<file path="config.mk">
export PLATFORM = sky130hd
export DESIGN_NAME = tnn_feature_quantizer
export DESIGN_NICKNAME = d
export VERILOG_FILES = /design/src/rtl/tnn_feature_quantizer.sv
export SDC_FILE = /design/constraint.sdc
export NUM_CORES = 1
export LEC_CHECK = 0
export CORE_UTILIZATION = 47
export CTS_BUF_LIST = sky130_fd_sc_hd__clkbuf_8 sky130_fd_sc_hd__clkbuf_16
export CTS_CLUSTER_SIZE = 28
export DETAILED_ROUTE_END_ITERATION = 10
export GPL_ROUTABILITY_DRIVEN = 1
export HOLD_SLACK_MARGIN = 0.02
export PLACE_DENSITY = 0.87
export SYNTH_ARGS = -nofsm -noshare
export SYNTH_HDL_FRONTEND = slang
export SYNTH_SLANG_ARGS = --single-unit
</file>
<file path="constraint.sdc">
create_clock -name clk -period 2.5 [get_ports clk]
set_input_delay 0.5 -clock clk [delete_from_list [all_inputs] [get_ports clk]]
set_output_delay 0.5 -clock clk [all_outputs]
set_load 0.03 [all_outputs]
</file>
<file path="src/rtl/tnn_feature_quantizer.sv">
// Serial feature quantizer for the TNN neuron cores: rounds/saturates raw words to Q_W bits,
// packs NUM_FEAT of them into one vector and hands it out through a two-stage valid/ready buffer.
module tnn_feature_quantizer #(
  parameter int IN_W     = 8,
  parameter int Q_W      = 3,
  parameter int NUM_FEAT = 5,
  parameter int CNT_W    = 16
) (
  input  logic                      clk,
  input  logic                      rst,
  input  logic                      s_valid,
  output logic                      s_ready,
  input  logic [IN_W-1:0]           s_data,
  input  logic                      s_last,
  output logic                      m_valid,
  input  logic                      m_ready,
  output logic [NUM_FEAT*Q_W-1:0]   m_vec,
  output logic                      frame_err,
  output logic [CNT_W-1:0]          vec_cnt,
  output logic [CNT_W-1:0]          err_cnt
);

  localparam int SH     = IN_W - Q_W;
  localparam int RND_SH = (SH > 0) ? SH - 1 : 0;
  localparam int IDX_W  = (NUM_FEAT > 1) ? $clog2(NUM_FEAT) : 1;
  localparam logic [IN_W:0]      RND      = (SH > 0) ? ((IN_W+1)'(1) << RND_SH) : '0;
  localparam logic [IN_W:0]      Q_MAX    = (IN_W+1)'((1 << Q_W) - 1);
  localparam logic [IDX_W-1:0]   LAST_IDX = IDX_W'(NUM_FEAT - 1);

  typedef enum logic {ST_FILLING, ST_F_FULL} state_t;

  state_t                    r_state, w_state_nxt;
  logic [IDX_W-1:0]          r_idx;
  logic [NUM_FEAT*Q_W-1:0]   r_fill;
  logic [NUM_FEAT*Q_W-1:0]   r_o_vec;
  logic                      r_o_valid;
  logic                      r_frame_err;
  logic [CNT_W-1:0]          r_vec_cnt;
  logic [CNT_W-1:0]          r_err_cnt;

  logic [IN_W:0]             w_sum, w_shr;
  logic [Q_W-1:0]            w_q;
  logic [NUM_FEAT*Q_W-1:0]   w_vec_new;
  logic                      w_accept, w_last_pos, w_complete, w_err, w_o_take, w_o_free;

  // Sum is one bit wider than the input so the rounding carry of 0xFF-like words survives.
  assign w_sum = {1'b0, s_data} + RND;
  assign w_shr = w_sum >> SH;
  assign w_q   = (w_shr > Q_MAX) ? Q_MAX[Q_W-1:0] : w_shr[Q_W-1:0];

  assign s_ready    = !rst && (r_state == ST_FILLING);
  assign w_accept   = s_valid && s_ready;
  assign w_last_pos = (r_idx == LAST_IDX);
  assign w_complete = w_accept && w_last_pos && s_last;
  assign w_err      = w_accept && (s_last != w_last_pos);
  assign w_o_take   = r_o_valid && m_ready;
  assign w_o_free   = !r_o_valid || m_ready;

  always_comb begin
    // NOTE: default first so every path assigns the whole vector and no latch is inferred.
    w_vec_new = r_fill;
    w_vec_new[r_idx*Q_W +: Q_W] = w_q;
  end

  always_comb begin
    w_state_nxt = r_state;
    case (r_state)
      ST_FILLING: if (w_complete && !w_o_free) w_state_nxt = ST_F_FULL;
      ST_F_FULL:  if (m_ready)                 w_state_nxt = ST_FILLING;
      default:                                 w_state_nxt = ST_FILLING;
    endcase
  end

  always_ff @(posedge clk or posedge rst) begin
    if (rst) r_state <= ST_FILLING;
    // NOTE: non-blocking for all clocked state so every register samples pre-edge values.
    else     r_state <= w_state_nxt;
  end

  always_ff @(posedge clk or posedge rst) begin
    if (rst) begin
      r_idx       <= '0;
      // NOTE: the fill buffer is a handful of flops, so it is cleared with the rest rather than left unreset.
      r_fill      <= '0;
      r_o_vec     <= '0;
      r_o_valid   <= 1'b0;
      r_frame_err <= 1'b0;
      r_vec_cnt   <= '0;
      r_err_cnt   <= '0;
    end else begin
      r_frame_err <= w_err;
      if (w_err && r_err_cnt != '1) r_err_cnt <= r_err_cnt + 1'b1;
      if (w_o_take && r_vec_cnt != '1) r_vec_cnt <= r_vec_cnt + 1'b1;

      if (w_accept) begin
        if (w_err || w_complete) r_idx <= '0;
        else                     r_idx <= r_idx + 1'b1;
      end

      // Partial beats and a completed vector that cannot enter O both land in F.
      if (w_accept && !w_err && (!w_complete || !w_o_free)) r_fill <= w_vec_new;

      if (w_complete && w_o_free) begin
        r_o_vec   <= w_vec_new;
        r_o_valid <= 1'b1;
      end else if (r_state == ST_F_FULL && m_ready) begin
        r_o_vec   <= r_fill;
        r_o_valid <= 1'b1;
      end else if (w_o_take) begin
        r_o_valid <= 1'b0;
      end
    end
  end

  assign m_valid   = r_o_valid;
  assign m_vec     = r_o_vec;
  assign frame_err = r_frame_err;
  assign vec_cnt   = r_vec_cnt;
  assign err_cnt   = r_err_cnt;

endmodule

</file>
=== Word level (Yosys, flattened, before mapping) ===
Index checks and enable logic that the tools add are counted.
Widths: inputs -> output; s select.

* Add/subtract/negate cells: 5
* Bitwise logic cells: 1
* Multiply operators: 1
* $lt $le $gt $ge: 1
* Mux-type cells: 11
* Reduce and logical (&&, ||, !) cells: 23
* Shift-type cells: 2
* Equality and inequality tests: 4

{| class="wikitable"
|+ Operator list
! kind !! count
|-
| $neg 5->34 || 1
|-
| $shift 3x34->15 const A || 1
|-
| $shiftx 3x34->15 || 1
|-
| $add 16x1->16 const B || 2
|-
| $ne 16x16->1 const B || 2
|-
| $mux 15 || 2
|-
| $bwmux 15 || 1
|-
| $logic_and 1x1->1 || 13
|-
| $add 8x5->9 const B || 1
|-
| $mux 3 || 2
|-
| $logic_not 1->1 || 5
|-
| $mul 3x2->5 const B || 1
|-
| $mux 1 || 5
|-
| $gt 4x3->1 const B || 1
|-
| $add 3x1->3 const B || 1
|-
| $eq 3x3->1 const B || 1
|-
| $logic_or 1x1->1 || 3
|-
| $reduce_bool 3->1 || 1
|-
| $pmux 1 s2 || 1
|-
| $reduce_bool 2->1 || 1
|-
| $ne 1x1->1 || 1
|-
| $not 1->1 || 1
|}

* Logic and storage cells: 56
* Input port bits: 13
* Output and inout port bits: 50
* Flip-flop bits (word level): 68

=== Depth between registers and ports, before layout ===
Gate-level depths: netlist (run 1).

* Depth in word-level cells: 8
* Mapped depth: 8
* Gate-level depth less buffers: 7

=== Worst setup path before layout (run 1) ===
OpenSTA, ideal clock, no wires.

* Path kind: reg-to-reg
* Start point: register r_idx[0]
* End point: register r_fill[8]
* Stages on the path, launching flop included: 7
* Path buffers: 0
* Clock period less this slack: 2.485 ns
* Setup slack: 0.015 ns
* Data required time: 2.375 ns
* Arrival time: 2.361 ns
* Setup time: 0.125 ns
* Cell sequence: dfrtp_1 inv_1 ha_1 ha_1 or4b_2 nor2_1 mux2_2

* Longest elaborated chain between the ends: 6
* Elaborated cells on any way between the ends: 15
* Those cells by class: add/sub (1); mul (1); eq/ne (2); shift (2); mux (1); reduce/logical (8)

{| class="wikitable"
|+ RTL lines
! element !! line !! text
|-
| start, declared || 33 || <nowiki>logic [IDX_W-1:0] r_idx;</nowiki>
|-
| start signal, assigned || 97 || <nowiki>else r_idx <= r_idx + 1'b1;</nowiki>
|-
| parallel branches: the longest is 6 deep, another holds $neg 5->34 || -- ||
|-
| end signal, assigned || 101 || <nowiki>if (w_accept && !w_err && (!w_complete || !w_o_free)) r_fill <= w_vec_new;</nowiki>
|-
| end, declared || 34 || <nowiki>logic [NUM_FEAT*Q_W-1:0] r_fill;</nowiki>
|}

Parallel ways; which one is timed is not known.
A chain may end at the register's enable or synchronous reset.

=== Worst setup path after layout (run 1) ===
* Start point: register r_idx[1]
* End point: register r_o_vec[6] (netlist: m_vec[6])

* Longest elaborated chain between the ends: 5
* Elaborated cells on any way between the ends: 11
* Those cells by class: add/sub (1); mul (1); eq/ne (1); shift (2); mux (2); reduce/logical (4)

{| class="wikitable"
|+ RTL lines
! element !! line !! text
|-
| $mul 3x2->5 or $eq 3x3->1 (tied branches) || 62, 53 ||
|-
| $neg 5->34 or $logic_and 1x1->1 (tied branches) || 62, 54 ||
|-
| $shiftx 3x34->15 (tied with other cells) || 62 || <nowiki>w_vec_new[r_idx*Q_W +: Q_W] = w_q;</nowiki>
|-
| $bwmux 15 or $logic_and 1x1->1 (tied branches) || 62, 103 ||
|-
| $mux 15 or $reduce_bool 2->1 (tied branches) || -- ||
|-
| end signal, assigned || 104 || <nowiki>r_o_vec <= w_vec_new;</nowiki>
|-
| end signal, assigned || 107 || <nowiki>r_o_vec <= r_fill;</nowiki>
|-
| end, declared || 35 || <nowiki>logic [NUM_FEAT*Q_W-1:0] r_o_vec;</nowiki>
|}

Parallel ways exist; a longest one is shown, timed or not.

==> impl_metrics.env, run 1 <==
export IMPL_antenna_found_initial=0
export IMPL_grt_pass1_vias=2934
export IMPL_htree_levels=3
export IMPL_path_cells="inv_1, ha_1, ha_1, or4b_2, a21o_1, a221oi_1"
export IMPL_start_kind="flip-flop"
export IMPL_worst_pin_slew_ns=0.623
export IMPL_drive_above_1_share_pct=14.7
export IMPL_period_needed_ns=2.42
export IMPL_powerDensity_nw_per_um2=753
export IMPL_fmax_ghz=0.412
export IMPL_yosys_warnings=0
export IMPL_io_buffers=58
export IMPL_outcome="complete, no violations"
export IMPL_setup_violations=0
export IMPL_grt_util_met1_pct=27.6
export IMPL_clockBufferDepth=2
export IMPL_ys_ff_latch=68
export IMPL_via_count=2905
export IMPL_finClkSkew_ns=0.00796
export IMPL_vdd_drop_max_v=0.000466
export IMPL_arrival_ns=2.66
export IMPL_core_region_area_sq_um=6940
export IMPL_cts_tree="built"
export IMPL_hold_path_class="flip-flop to flip-flop"
export IMPL_start_util_pct=49.5
export IMPL_rrSetupSlack_ns=0.08
export IMPL_ys_types=51
export IMPL_clock_sinks=68
export IMPL_path_max_fanout=5
export IMPL_netlist_instances=326
export IMPL_synth_edf_count=0
export IMPL_cp_slowest_cell="or4b_2"
export IMPL_post_drt_via_cell_ratio=5.70
export IMPL_drt_iter0_drc=208
export IMPL_die_h_um=87.5
export IMPL_dp_hpwl_mm=5.63
export IMPL_busiest_layer="met2"
export IMPL_io_pins=63
export IMPL_netlist_area_sq_um=3440
export IMPL_seq_area_frac_synth_pct=49.5
export IMPL_period_share_pct=97.0
export IMPL_rows=30
export IMPL_grt_max_degree=39
export IMPL_slew_viol_final=0
export IMPL_post_drt_wl_per_cell_um=15.8
export IMPL_postPlaceCellArea_sq_um=4270
export IMPL_synth_main_ff_cell="dfrtp_1"
export IMPL_rsz0062_at_grt="yes"
export IMPL_numCtsBuffers=9
export IMPL_synthArstFlopShare_pct=100
export IMPL_diodes=0
export IMPL_grtUsageMet3_pct=5.47
export IMPL_cts_resized=0
export IMPL_drc=0
export IMPL_power_total_w=0.00336
export IMPL_layout_setup_ws_ns=0.0755
export IMPL_synth_fp_nets=347
export IMPL_gr_total_overflow=0
export IMPL_ys_top_cells_by_area="dfrtp_1, xor2_1, mux2_2"
export IMPL_mostFrequentLayoutCell="dfrtp_1"
export IMPL_critical_path_max_stage_delay_ns=0.74
export IMPL_cts_root_buf="clkbuf_8"
export IMPL_first_pass_iters=4
export IMPL_worstPathRequired_ns=2.74
export IMPL_cpMostUsedCell="ha_1"
export IMPL_grtUsageMet2_pct=38.1
export IMPL_synth_top_cell_area_share_pct=49.5
export IMPL_gp_congestion=0.833
export IMPL_yosys_area_top_type="dfrtp_1"
export IMPL_avgSynthCellArea_sq_um=10.5
export IMPL_leakagePower_nw=2.02
export IMPL_die_w_um=87.5
export IMPL_final_cell_mix="dfrtp_1, clkdlybuf4s50_1, nor2_1, buf_4, xor2_1"
export IMPL_ant_nets=0
export IMPL_dpl_worst_slack_ns=-0.0873
export IMPL_postLayoutCellArea_sq_um=4470
export IMPL_slew_headroom_pct=58.1
export IMPL_drv_cap=0
export IMPL_wl_mm=8.08
export IMPL_path_clk_slew_ns=0.07
export IMPL_endpoint_kind="flip-flop"
export IMPL_nets=430
export IMPL_path_class="flip-flop to flip-flop"
export IMPL_grt_pass1_wl_mm=13.5
export IMPL_clock_latency_ns=0.36
export IMPL_hold_violations=0
export IMPL_areaGrowthSynthToFinish_pct=29.9
export IMPL_track_usage_pct=22.9
export IMPL_die_area_sq_um=7660
[metrics by stage]
stage / setup TNS (ns) / cells / util, % / hold WS (ns)
floorplan: 0 / 326 / - / 0.472
global placement: -0.0522 / 494 / 61.4 / 0.481
detailed placement: -0.189 / 494 / 61.4 / 0.492
CTS: 0 / 510 / 64.3 / 0.508
global route: -0.0394 / 510 / 64.3 / 0.525
finish: 0 / 510 / 64.3 / 0.506
[cells in the mapped netlist (all sizes together), types with 7 or more instances]
master and instances:
nand4 12, inv 16, nor2 27, clkbuf 7, mux2 10, nor3 10
nand2 15, xor2 18, o21ai 12, ha 8, nor4 18, dfrtp 68
nand3 16, a21oi 7
[power by group]
| group | switching (W) | total (W) | internal [W] |
|---|---|---|---|
| Sequential | 0.000152 | 0.00145 | 0.00130 |
| Clock | 0.000429 | 0.000914 | 0.000485 |
| Combinational | 0.000581 | 0.00100 | 0.000420 |
[cell families (layout without fill, tap and decap cells)]
group	after synthesis	in the layout	share of synthesized area, %
flip-flops	68	68	49.5
multiplexers	15	15	4.73
buffers and inverters	26	114	3.28
AO/OA/AOI/OAI	55	55	11.6
AND/OR/NAND/NOR	130	130	21.9
adder cells (fa/ha/maj)	8	8	2.91
XOR/XNOR	24	24	6.11
[registers in the layout, indices dropped and copies added, names as in the netlist]
register / count
r_fill: 15
r_state: 1
vec_cnt: 16
frame_err: 1
err_cnt: 16
m_valid: 1
m_vec: 15
r_idx: 3
[path summary, 6_finish.rpt]
kind                            start     endpoint  depth (start not counted)
min in group asynchronous         rst  vec_cnt[11]                          4
hold / removal             r_fill[10]    m_vec[10]                          1
setup / recovery             r_idx[1]     m_vec[6]                          6
hold reg to reg            r_fill[10]    m_vec[10]                          1
setup reg to reg             r_idx[1]     m_vec[6]                          6
max in group asynchronous         rst    r_fill[0]                          4
[worst max-delay path: cells and delay by family, from the launching register on]
kind | cells | cell delay (ns)
AOI/OAI and AO/OA | 2 | 0.57
adders and majority gates | 2 | 0.51
buffers and inverters | 1 | 0.09
DFF | 1 | 0.39
and+or+nand+nor | 1 | 0.74
[layer usage]
layer  routed length, um  share of wire [%]
met4                 197                2.4
met3                 384                4.8
met1                3400                 42
met2                4100                 51
met5                   0                  0
[cell type report]
cell class | count | area, sq um
well taps | 96 | 120
fillers | 534 | 2480
clock inverters | 6 | 63.8
multi-input cells | 232 | 1620
flip-flops and latches | 68 | 1700
repair buffers | 82 | 761
clock buffers | 10 | 138
inverters | 16 | 60.1
[timing repair]
item                       in CTS  in global routing
hold buffers                    0                  0
buffers inserted                0                  0
setup endpoints to repair       0                  2
No activity file was read; power rests on OpenSTA's default activity.
==> run 2: changes to the inputs <==
ABC_AREA = 0   (was unset)
CORE_MARGIN = 1.5   (was unset)
==> impl_metrics.env, run 2 (synthesized netlist as in run 1, its figures left out) <==
export IMPL_outcome="complete, no violations"
export IMPL_numCtsBuffers=9
export IMPL_antenna_found_initial=0
export IMPL_hp_start="err_cnt[6]"
export IMPL_final_cell_mix="dfrtp_1, clkdlybuf4s50_1, nor2_1, buf_4, xor2_1"
export IMPL_layout_setup_ws_ns=0.178
export IMPL_post_drt_via_cell_ratio=5.60
export IMPL_wl_mm=7.70
export IMPL_path_cells="clkdlybuf4s50_1, buf_4, nor2_1, clkdlybuf4s50_1"
export IMPL_endpoint_kind="output port"
export IMPL_start_util_pct=49.5
export IMPL_core_region_area_sq_um=6940
export IMPL_setup_violations=0
export IMPL_areaGrowthSynthToFinish_pct=31.2
export IMPL_path_max_fanout=3
export IMPL_grt_max_degree=52
export IMPL_nets=429
export IMPL_io_pins=63
export IMPL_critical_path_max_stage_delay_ns=0.68
export IMPL_die_area_sq_um=7840
export IMPL_fmax_ghz=0.431
export IMPL_cts_root_buf="clkbuf_8"
export IMPL_cpMostUsedCell="clkdlybuf4s50_1"
export IMPL_rows=30
export IMPL_hold_path_class="flip-flop to flip-flop"
export IMPL_rr_worst_depth=6
export IMPL_period_share_pct=92.9
export IMPL_hold_violations=0
export IMPL_post_drt_wl_per_cell_um=15.1
export IMPL_rsz0062_at_grt="no"
export IMPL_die_w_um=88.5
export IMPL_path_clk_slew_ns=0.07
export IMPL_cts_resized=0
export IMPL_cts_tree="built"
export IMPL_grt_pass1_wl_mm=12.7
export IMPL_drc=0
export IMPL_vdd_drop_max_v=0.000553
export IMPL_slew_viol_final=0
export IMPL_reg2reg_to="m_vec[12]"
export IMPL_clock_sinks=68
export IMPL_grt_pass1_vias=2666
export IMPL_gr_total_overflow=0
export IMPL_gp_congestion=0.854
export IMPL_finClkSkew_ns=0.00594
export IMPL_period_needed_ns=2.32
export IMPL_drive_above_1_share_pct=14.5
export IMPL_dpl_worst_slack_ns=-0.106
export IMPL_final_cells=509
export IMPL_hold_depth=1
export IMPL_clockBufferDepth=2
export IMPL_leakagePower_nw=2.05
export IMPL_path_class="input port to output port"
export IMPL_diodes=0
export IMPL_slew_headroom_pct=59.5
export IMPL_ant_nets=0
export IMPL_ctsHoldBuffers=0
export IMPL_htree_levels=3
export IMPL_dp_hpwl_mm=5.41
export IMPL_placedCellCount=493
export IMPL_rrSetupSlack_ns=0.20
export IMPL_num_fill_cells=518
export IMPL_powerDensity_nw_per_um2=775
export IMPL_cp_slowest_cell="clkdlybuf4s50_1"
export IMPL_arrival_ns=1.82
export IMPL_worst_pin_slew_ns=0.601
export IMPL_worstPathRequired_ns=2.00
export IMPL_timing_rr_start="r_idx[1]"
export IMPL_io_buffers=58
export IMPL_track_usage_pct=20.9
export IMPL_clock_latency_ns=0.34
export IMPL_drv_cap=0
export IMPL_first_pass_iters=4
export IMPL_whs_endpoint="err_cnt[6]"
export IMPL_die_h_um=88.5
export IMPL_via_count=2848
export IMPL_drt_iter0_drc=152
export IMPL_post_cts_setup_buffers=0
export IMPL_mostFrequentLayoutCell="dfrtp_1"
export IMPL_start_kind="input port"
export IMPL_final_core_util_pct=65.0
==> run 2: changes by cell type in the layout (fill, tap and decap cells not counted), sizes merged <==
cell	change
buf	-1
bufinv	+1
clkbuf	+2
clkinv	-1
clkinvlp	-2
==> run 2: cell type report <==
| cell class | instances | area, sq um | share of cell area (%) |
|---|---|---|---|
| multi-input combinational | 232 | 1630 | 36.1 |
| tap | 96 | 120 | 2.66 |
| clock inverter | 4 | 70.1 | 1.55 |
| sequential | 68 | 1700 | 37.7 |
| clock buffer | 12 | 165 | 3.66 |
| timing repair buffer | 81 | 766 | 17.0 |
| inverter | 16 | 60.1 | 1.33 |
==> run 2: per-layer routing <==
metal / vias up / GRT usage, % / wire [um]
li1: 1389 / - / -
met1: 1379 / 28.5 / 3440
met2: 74 / 32.9 / 3840
met3: 6 / 4.29 / 336
met4: 0 / 8.52 / 82
met5: - / 0 / 0
==> run 2: where the power goes <==
| group | switching (W) | internal [W] | total, W |
|---|---|---|---|
| Clock | 0.000413 | 0.000640 | 0.00105 |
| Combinational | 0.000568 | 0.000423 | 0.000991 |
| Sequential | 0.000151 | 0.00130 | 0.00145 |
| Total | 0.00113 | 0.00236 | 0.00349 |
==> run 2: worst max path at each step <==
stage          startpoint           to  slack (ns)  cells past startpoint
2_1_floorplan    r_idx[0]    r_fill[8]        0.01                      6
3_3_place_gp      s_valid  err_cnt[14]       -0.06                      5
3_5_place_dp      s_valid  err_cnt[14]       -0.11                      5
5_1_grt          r_idx[0]   err_cnt[4]        0.07                      8
4_1_cts          r_idx[1]    r_fill[8]        0.09                      6
6_report              rst      s_ready        0.18                      4
==> run 2: worst max-delay path, delay by kind of cell <==
kind	cells	cell delay (ns)
buffers and inverters	3	1.25
and+or+nand+nor	1	0.08
==> run 2: through the flow <==
stage	hold WS, ns	area, sq um	power (W)	TNS, ns
floorplan	0.472	3440	0.00205	0
global placement	0.481	4270	0.00243	-0.0584
detailed placement	0.481	4270	0.00246	-0.155
CTS	0.491	4510	0.00351	0
global route	0.511	4510	0.00366	0
finish	0.491	4510	0.00349	0
==> run 3: changes to the inputs <==
MAX_ROUTING_LAYER = met4   (was unset)
==> impl_metrics.env, run 3 (synthesized netlist as in run 1, its figures left out) <==
export IMPL_post_drt_via_cell_ratio=5.64
export IMPL_mostFrequentLayoutCell="dfrtp_1"
export IMPL_p_comb_share_pct=28.4
export IMPL_clock_sinks=68
export IMPL_arrival_ns=1.82
export IMPL_worstPathRequired_ns=2.00
export IMPL_antenna_found_initial=0
export IMPL_clkPwrFrac_pct=30.2
export IMPL_via_count=2870
export IMPL_gr_total_overflow=0
export IMPL_multi_input_area_sq_um=1630
export IMPL_critical_path_top_delay_family="buffers and inverters"
export IMPL_io_buffers=58
export IMPL_start_util_pct=49.5
export IMPL_track_usage_pct=21.6
export IMPL_cts_root_buf="clkbuf_8"
export IMPL_period_share_pct=92.8
export IMPL_slew_headroom_pct=59.7
export IMPL_drv_cap=0
export IMPL_seq_power_share_pct=41.5
export IMPL_worst_pin_slew_ns=0.600
export IMPL_grt_max_degree=52
export IMPL_critical_path_max_stage_delay_ns=0.68
export IMPL_drive_above_1_share_pct=14.5
export IMPL_io_pins=63
export IMPL_power_internal_w=0.00236
export IMPL_outcome="complete, no violations"
export IMPL_clockBufferDepth=2
export IMPL_ctsHoldBuffers=0
export IMPL_numCtsBuffers=9
export IMPL_hold_depth=1
export IMPL_rsz0062_at_grt="no"
export IMPL_rr_worst_depth=6
export IMPL_vdd_drop_max_v=0.000552
export IMPL_wl_mm=7.71
export IMPL_seq_area_sq_um=1700
export IMPL_final_cell_mix="dfrtp_1, clkdlybuf4s50_1, nor2_1, buf_4, xor2_1"
export IMPL_fin_setup_tns_ns=0
export IMPL_cp_depth=4
export IMPL_grt_pass1_wl_mm=12.6
export IMPL_core_region_area_sq_um=6940
export IMPL_final_core_util_pct=65.0
export IMPL_die_w_um=88.5
export IMPL_htree_levels=3
export IMPL_powerDensity_nw_per_um2=775
export IMPL_grt_pass1_vias=2675
export IMPL_gp_congestion=0.868
export IMPL_cp_slowest_cell="clkdlybuf4s50_1"
export IMPL_endpoint_kind="output port"
export IMPL_drc=0
export IMPL_power_total_w=0.00349
export IMPL_ant_nets=0
export IMPL_diodes=0
export IMPL_p_sw_w=0.00113
export IMPL_path_cells="clkdlybuf4s50_1, buf_4, nor2_1, clkdlybuf4s50_1"
export IMPL_path_max_fanout=3
export IMPL_die_area_sq_um=7840
export IMPL_areaGrowthSynthToFinish_pct=31.2
export IMPL_start_kind="input port"
export IMPL_hold_violations=0
export IMPL_hold_path_class="flip-flop to flip-flop"
export IMPL_finClkSkew_ns=0.00714
export IMPL_fmax_ghz=0.431
export IMPL_die_h_um=88.5
export IMPL_path_class="input port to output port"
export IMPL_sw_frac_of_total_pct=32.4
export IMPL_first_pass_iters=4
export IMPL_placedCellCount=493
export IMPL_path_clk_slew_ns=0.07
export IMPL_cp_num_buf_inv=3
export IMPL_drt_iter0_drc=220
export IMPL_post_drt_wl_per_cell_um=15.1
export IMPL_rrSetupSlack_ns=0.20
export IMPL_period_needed_ns=2.32
export IMPL_cpMostUsedCell="clkdlybuf4s50_1"
export IMPL_setup_violations=0
export IMPL_clock_latency_ns=0.34
export IMPL_cts_tree="built"
export IMPL_dp_hpwl_mm=5.41
export IMPL_final_cells=509
export IMPL_rows=30
export IMPL_num_fill_cells=518
export IMPL_slew_viol_final=0
export IMPL_leakagePower_nw=2.05
export IMPL_nets=429
[run 3: per-stage QoR]
step	area, sq um	worst slack [ns]	hold WS (ns)
floorplan	3440	0.0147	0.472
global placement	4270	-0.0584	0.481
detailed placement	4270	-0.106	0.481
CTS	4510	0.0880	0.491
global route	4510	0.0654	0.511
finish	4510	0.179	0.491
[run 3: power by group through the flow]
| stage | Clock (W) | Combinational (W) | Sequential, W |
|---|---|---|---|
| floorplan | 0 | 0.000368 | 0.00169 |
| global placement | 0 | 0.000968 | 0.00146 |
| detailed placement | 0 | 0.000996 | 0.00147 |
| CTS | 0.00107 | 0.000998 | 0.00145 |
| global route | 0.00111 | 0.00107 | 0.00148 |
| finish | 0.00105 | 0.000991 | 0.00145 |
[run 3: what timing repair did]
action / 4_1_cts / 5_1_grt
gates resized for setup: 0 / 1
buffers inserted: 0 / 0
endpoints found under the hold margin: 0 / 0
setup endpoints to repair: 0 / 2
[run 3: final timing paths]
check / end / from
setup / recovery: s_ready / rst
hold / removal: err_cnt[6] / err_cnt[6]
setup reg to reg: m_vec[12] / r_idx[1]
hold reg to reg: err_cnt[6] / err_cnt[6]
max in group asynchronous: vec_cnt[4] / rst
min in group asynchronous: err_cnt[4] / rst
[run 3: layout make-up]
class / count / area share [%]
well taps: 96 / 2.66
repair buffers: 81 / 17.0
multi-input cells: 232 / 36.1
inverters: 16 / 1.33
clock buffers: 12 / 3.66
clock inverters: 4 / 1.55
flip-flops and latches: 68 / 37.7
[run 3: routing by layer]
| metal | up-vias | global-route usage (%) | share of wire (%) |
|---|---|---|---|
| li1 | 1390 | - | - |
| met1 | 1392 | 28.4 | 45 |
| met2 | 81 | 33.0 | 49 |
| met3 | 7 | 4.29 | 4.3 |
| met4 | 0 | 8.52 | 1.2 |
| met5 | - | - | 0 |
